$ cat config.mk
export PLATFORM = sky130hd
export DESIGN_NAME = instruction_fetch_unit
export DESIGN_NICKNAME = d
export VERILOG_FILES = /design/src/rtl/instruction_fetch_unit.sv
export SDC_FILE = /design/constraint.sdc
export NUM_CORES = 1
export LEC_CHECK = 0
export ABC_AREA = 1
export CAP_MARGIN = 20
export CORE_MARGIN = 3
export CORE_UTILIZATION = 45
export CTS_BUF_LIST = sky130_fd_sc_hd__clkbuf_2
export DETAILED_ROUTE_END_ITERATION = 10
export PLACE_DENSITY = 0.79
export SYNTH_ARGS = -nofsm -noshare
export SYNTH_HDL_FRONTEND = slang
export SYNTH_SLANG_ARGS = --single-unit
export TNS_END_PERCENT = 30
$ cat constraint.sdc
create_clock -name clk -period 7.6 [get_ports clk]
set_input_delay 0.76 -clock clk [delete_from_list [all_inputs] [get_ports clk]]
set_output_delay 0.76 -clock clk [all_outputs]
set_load 0.01 [all_outputs]
$ cat src/rtl/instruction_fetch_unit.sv
// Instruction fetch unit: owns the PC, fetches one word per instruction over a
// ready handshake, holds it for one execute cycle and computes the next PC.
module instruction_fetch_unit #(
    parameter logic [31:0] RESET_PC = 32'h0000_0000
) (
    input  logic        clk,
    input  logic        reset,
    output logic        imem_req,
    output logic [31:0] imem_addr,
    input  logic        imem_ready,
    input  logic [31:0] imem_data,
    input  logic        stall,
    input  logic        Branch,
    input  logic        Jump,
    input  logic        JumpReg,
    input  logic        InvZero,
    input  logic        Zero,
    input  logic [31:0] Da,
    output logic [31:0] instruction,
    output logic        instr_valid,
    output logic [31:0] pc,
    output logic [31:0] pc_plus4
);

    localparam int unsigned XLEN = 32;

    typedef enum logic {
        S_REQ  = 1'b0,
        S_EXEC = 1'b1
    } state_t;

    state_t          state, state_nxt;
    logic [XLEN-1:0] pc_q, pc_nxt;
    logic [XLEN-1:0] instr_q, instr_nxt;
    logic            valid_q, valid_nxt;
    logic            req_q, req_nxt;
    logic [XLEN-1:0] seq_pc;
    logic [XLEN-1:0] br_off;
    logic [XLEN-1:0] target;
    logic            take_branch;

    assign seq_pc      = pc_q + XLEN'(4);
    assign imem_addr   = pc_q;
    assign pc          = pc_q;
    assign pc_plus4    = seq_pc;
    assign instruction = instr_q;
    assign instr_valid = valid_q;
    assign imem_req    = req_q;

    // Next-PC select: jr beats j beats a taken branch beats sequential.
    always_comb begin
        br_off      = {{14{instr_q[15]}}, instr_q[15:0], 2'b00};
        take_branch = Branch & (Zero ^ InvZero);
        target      = seq_pc;
        if (JumpReg) begin
            target = Da & ~XLEN'(3);
        end else if (Jump) begin
            target = {seq_pc[31:28], instr_q[25:0], 2'b00};
        end else if (take_branch) begin
            target = seq_pc + br_off;
        end
    end

    // Fetch/execute sequencing and next register values.
    always_comb begin
        state_nxt = state;
        pc_nxt    = pc_q;
        instr_nxt = instr_q;
        valid_nxt = valid_q;
        req_nxt   = req_q;
        case (state)
            S_REQ: begin
                if (imem_ready) begin
                    instr_nxt = imem_data;
                    valid_nxt = 1'b1;
                    req_nxt   = 1'b0;
                    state_nxt = S_EXEC;
                end
            end
            S_EXEC: begin
                if (!stall) begin
                    pc_nxt    = target;
                    valid_nxt = 1'b0;
                    req_nxt   = 1'b1;
                    state_nxt = S_REQ;
                end
            end
            default: begin
                state_nxt = S_REQ;
            end
        endcase
    end

    // State and output registers with synchronous reset.
    always_ff @(posedge clk) begin
        if (reset) begin
            state   <= S_REQ;
            pc_q    <= RESET_PC;
            instr_q <= '0;
            valid_q <= 1'b0;
            req_q   <= 1'b1;
        end else begin
            state   <= state_nxt;
            pc_q    <= pc_nxt;
            instr_q <= instr_nxt;
            valid_q <= valid_nxt;
            req_q   <= req_nxt;
        end
    end

endmodule

* After elaboration in Yosys (flattened, before gate mapping)
Cells that the tools add are included. Widths: inputs -> output; s select.
Word-level totals: register bits after elaboration 67, input bits 73, word-level logic and storage cells 28
Cells by class: add/subtract/negate cells 2, equality and inequality tests 2, bitwise gates (word level) 4, reduce and logical (&&, ||, !) cells 3, multiplexer cells 12
Operators with widths (count):
- $mux 32 | 3
- $add 32x3->32 const B | 1
- $add 32x32->32 | 1
- $mux 1 | 6
- $pmux 1 s2 | 3
- $reduce_and 2->1 | 3
- $ne 2x2->1 const B | 2
- $not 1->1 | 2
- $and 1x1->1 | 1
- $xor 1x1->1 | 1

* Longest topological paths before layout
word-level depth 5, mapped depth 25, mapped depth without buffers 25

* Least setup slack after synthesis
No wires, ideal clock.
path type register to register, start point register pc_q[3] (netlist: imem_addr[3]), end point register pc_q[22] (netlist: imem_addr[22]), path buffers 0, data required time 7488 ps, path slack 4783 ps, cell stages (with the launch flop) 19, data arrival time 2705 ps, cells stage by stage dfxtp_1 -> ha_1 -> nand3_2 -> nor2_2 -> nand2_1 -> nor2_1 -> xor2_1 -> inv_1 -> ha_1 -> nand2_1 -> nor2_1 -> and2_1 -> nand4_1 -> nand4_1 -> nand3_1 -> nand2_1 -> nand2_1 -> nand2_1 -> nand2_1
On the way: cells in the longest elaborated chain, start to end 5
Ends and longest elaborated chain:
- from (decl) | RTL line 33 | logic [XLEN-1:0] pc_q, pc_nxt;
- from (signal assigned) | RTL line 104 | pc_q <= pc_nxt;
- $add 32x3->32 | RTL line 42 | assign seq_pc = pc_q + XLEN'(4);
- net pc_plus4[16] | RTL line 22 | output logic [31:0] pc_plus4
- $add 32x32->32 | RTL line 60 | target = seq_pc + br_off;
- $mux 32 | RTL line 59 | end else if (take_branch) begin
- $mux 32 | RTL line 57 | end else if (Jump) begin
- $mux 32 | RTL line 55 | if (JumpReg) begin
The timed path passes the listed nets, and every way through them passes these cells. A chain may end at the register's enable or synchronous reset.

* Final worst setup path
start point register pc_q[3] (netlist: imem_addr[3]), end point output port pc_plus4[16]
On the way: cells in the longest elaborated chain, start to end 1
Ends and longest elaborated chain (RTL line):
- $add 32x3->32 | 42
- to (decl) | 22
No other way between the ends.

==> metrics.cfg <==
[run_status]
outcome = complete, no violations

[setup_path]
critPathMaxFanout = 5
critical_path.startpoint_type = flop
cp-end-kind = output pin
worstReg2RegEnd = imem_addr[16]$_SDFFE_PP0P_
critical_path_arrival_ns = 3.05
ff2ff_setup_slack_ns = 3.84
worstReg2RegStart = imem_addr[3]$_SDFFE_PP0P_
r2r.worst_path.cells = 18
required_ns = 6.84
critPathKind = reg2out

[timing]
hold_viol_final = 0
max_freq_mhz = 262
tightestPinTransition_ns = 1.03
timing.final.crit_share = 0.502
timing.clock.skew_ns = 0.0281
setup_ws_final_ns = 3.79
period_minus_slack_ns = 3.81
timing.final.max_slew_violations = 0
worst_hold_margin_ns = 0.487
relSlewSlack = 0.311
setup_viol_count_final = 0
setup-tns-final_ns = 0
grt_setup_unrepaired = no

[worst_hold_path]
hold_path.startpoint = imem_req$_SDFFE_PP1P_
worst_hold_path_type = reg2reg
whs_path_depth = 2
holdPathEnd = imem_req$_SDFFE_PP1P_

[final_layout]
most-common-layout-cells = nand2_1, clkdlybuf4s50_1, nor2_1
drive_gt1_frac = 0.0467
finish.net_count = 1453
antenna_fix_cells = 0
n_fill_cell = 1435
finalInstanceArea_sq_um = 8620
layout_stage_area_growth_over_the_synthesis_result_pct = 29.6
most_common_cell_after_layout_fill_and_taps_aside = nand2_1

[synthesis]
ys_warn_count = 0
post_synth.cell_area_avg_sq_um = 5.60
yosys_register_bits = 65
synth_flop_cell = dfxtp_1
synth_async_sr_flop_share = 0
synth_seq_area_share = 0.196
netlist_area_sq_um = 6650
synth.lib_cells_used.distinct = 43
post_synth_inst_count = 1188
number_of_synthesized_flops_with_an_enable_pin = 0

[clock_network]
number_of_gates_resized_after_cts = 0
cts_max_path_buffers = 2
clock_tree_from_tritoncts = done
cts_inserted_buffers = 9
post-cts-setup-buffer-count = 0
cts_num_sinks = 65
cts.root.buffer_cell = clkbuf_2
cts_hold_buf = 0
cts_htree_levels = 3
worstSkewPairLatency_ns = 0.58
clkTransAtPathRegs_ns = 0.22

[power_and_ir_drop]
p_leak_nw = 4.31
power.density_nw_per_um2 = 118
power.ir.vdd_worst_mv = 0.196

[floorplan]
ioPinCount = 203
initial_utilization = 0.470
fp.dieH_um = 128
core_region_area_sq_um = 14100
chipWidth_um = 128
die-area_sq_um = 16300
row_count = 43

[placement]
placement.io_buffers = 194
place_congestion = 1.01
postPlaceCellArea_sq_um = 8480
place_ws_ns = 3.95
hpwl_mm = 20.9

[route]
drtPass1Iterations = 5
detailedRoute.firstIterationViolations = 717
detailroute.via_count = 7991
wl_per_cell_um = 16.8
drtAntennaViolNets = 0
postRouteWirelength_mm = 25.7
viasPerCell = 5.23
post-route-drc-count = 0

[job]
maxCapViolCount = 0

[global_route]
grt_antenna_before_repair = 0
grt_pass1_wl_mm = 38.9
largest_net_degree_at_the_start_of_global_routing = 35
globalRouteOverflowTotal = 0
total_global_route_track_usage = 0.308
grt_pass1_vias = 7236

## metal layers
layer	global-route usage	vias to the layer above	share of wire
met1	0.404	3555	0.43
li1	-	3980	-
met2	0.495	401	0.45
met3	0.0711	55	0.093
met4	0.112	0	0.035
met5	0	-	0
## metrics by stage
stage | utilization | total power, mW | std cells
floorplan | - | 0.590 | 1193
global placement | 0.599 | 0.758 | 1512
detailed placement | 0.599 | 0.760 | 1512
CTS | 0.609 | 1.02 | 1528
global route | 0.609 | 1.07 | 1528
finish | 0.609 | 1.01 | 1528
## synthesized netlist by cell type, types with 2 or more instances
| master | count | area (sq um) |
|---|---|---|
| nor2_4 | 5 | 56.3 |
| nor3_2 | 4 | 40.0 |
| nand3_2 | 2 | 20.0 |
| nor3_1 | 9 | 45.0 |
| ha_1 | 36 | 450 |
| inv_1 | 169 | 634 |
| clkbuf_1 | 19 | 71.3 |
| dfxtp_1 | 65 | 1300 |
| o221ai_1 | 3 | 26.3 |
| clkbuf_8 | 3 | 41.3 |
| o211ai_1 | 4 | 30.0 |
| and2_1 | 5 | 31.3 |
| nand2_1 | 385 | 1450 |
| nand2_2 | 10 | 62.6 |
| buf_4 | 36 | 270 |
| a21o_1 | 2 | 15.0 |
| nand4_1 | 16 | 100 |
| buf_2 | 2 | 10.0 |
| inv_2 | 5 | 18.8 |
| nor2_2 | 8 | 50.1 |
| xor2_1 | 11 | 96.3 |
| o22ai_1 | 4 | 25.0 |
| nor2_1 | 180 | 676 |
| a21oi_1 | 50 | 250 |
| o21bai_1 | 6 | 45.0 |
| nand3_1 | 69 | 345 |
| o21ai_0 | 56 | 280 |
| o21ai_1 | 5 | 25.0 |
| xnor2_1 | 3 | 26.3 |
| nand2_4 | 3 | 33.8 |
## sequential cells by signal, summed over array words and instances, names as in the netlist
register and count:
imem_req 1, instruction 32, instr_valid 1, state 1
imem_addr 30
## final cells by class
cell class	instances	area, sq um	share of cell area
inverter	175	657	0.0762
timing repair buffer	199	1980	0.230
multi-input combinational	893	4320	0.501
clock inverter	6	90.1	0.0105
clock buffer	10	50.0	0.00581
sequential	65	1300	0.151
tap	180	225	0.0261
## critical path: stages (launching register included)
cell and delay, ns:
dfxtp_1 0.55, ha_1 0.40, nand3_2 0.18, nor2_2 0.22
nand2_1 0.15, nor2_1 0.16, xor2_1 0.20, inv_1 0.13
clkdlybuf4s50_1 0.49
## worst max path at each step
stage	start	to	slack (ns)	depth (start not counted)
floorplan	imem_addr[3]$_SDFFE_PP0P_	imem_addr[22]$_SDFFE_PP0P_	4.78	18
global placement	imem_addr[3]$_SDFFE_PP0P_	imem_addr[22]$_SDFFE_PP0P_	4.02	18
detailed placement	imem_addr[3]$_SDFFE_PP0P_	imem_addr[19]$_SDFFE_PP0P_	3.95	18
CTS	imem_addr[3]$_SDFFE_PP0P_	pc_plus4[8]	3.81	8
global route	imem_addr[3]$_SDFFE_PP0P_	imem_addr[22]$_SDFFE_PP0P_	3.54	18
finish	imem_addr[3]$_SDFFE_PP0P_	pc_plus4[16]	3.79	8
## power by group
| group | switching [mW] | internal [mW] |
|---|---|---|
| clock | 0.145 | 0.112 |
| sequential | 0.0385 | 0.365 |
| combinational | 0.192 | 0.162 |
## cell families after synthesis
group | Yosys count | share of synthesized area
buffers and inverters | 235 | 0.158
DFF | 65 | 0.196
other | 1 | 0.000564
adders and majority gates | 37 | 0.0708
AOI/OAI and AO/OA | 134 | 0.109
xor gates and xnor gates | 15 | 0.0209
and+or+nand+nor | 701 | 0.445
Power figures use the tool's default switching activity.
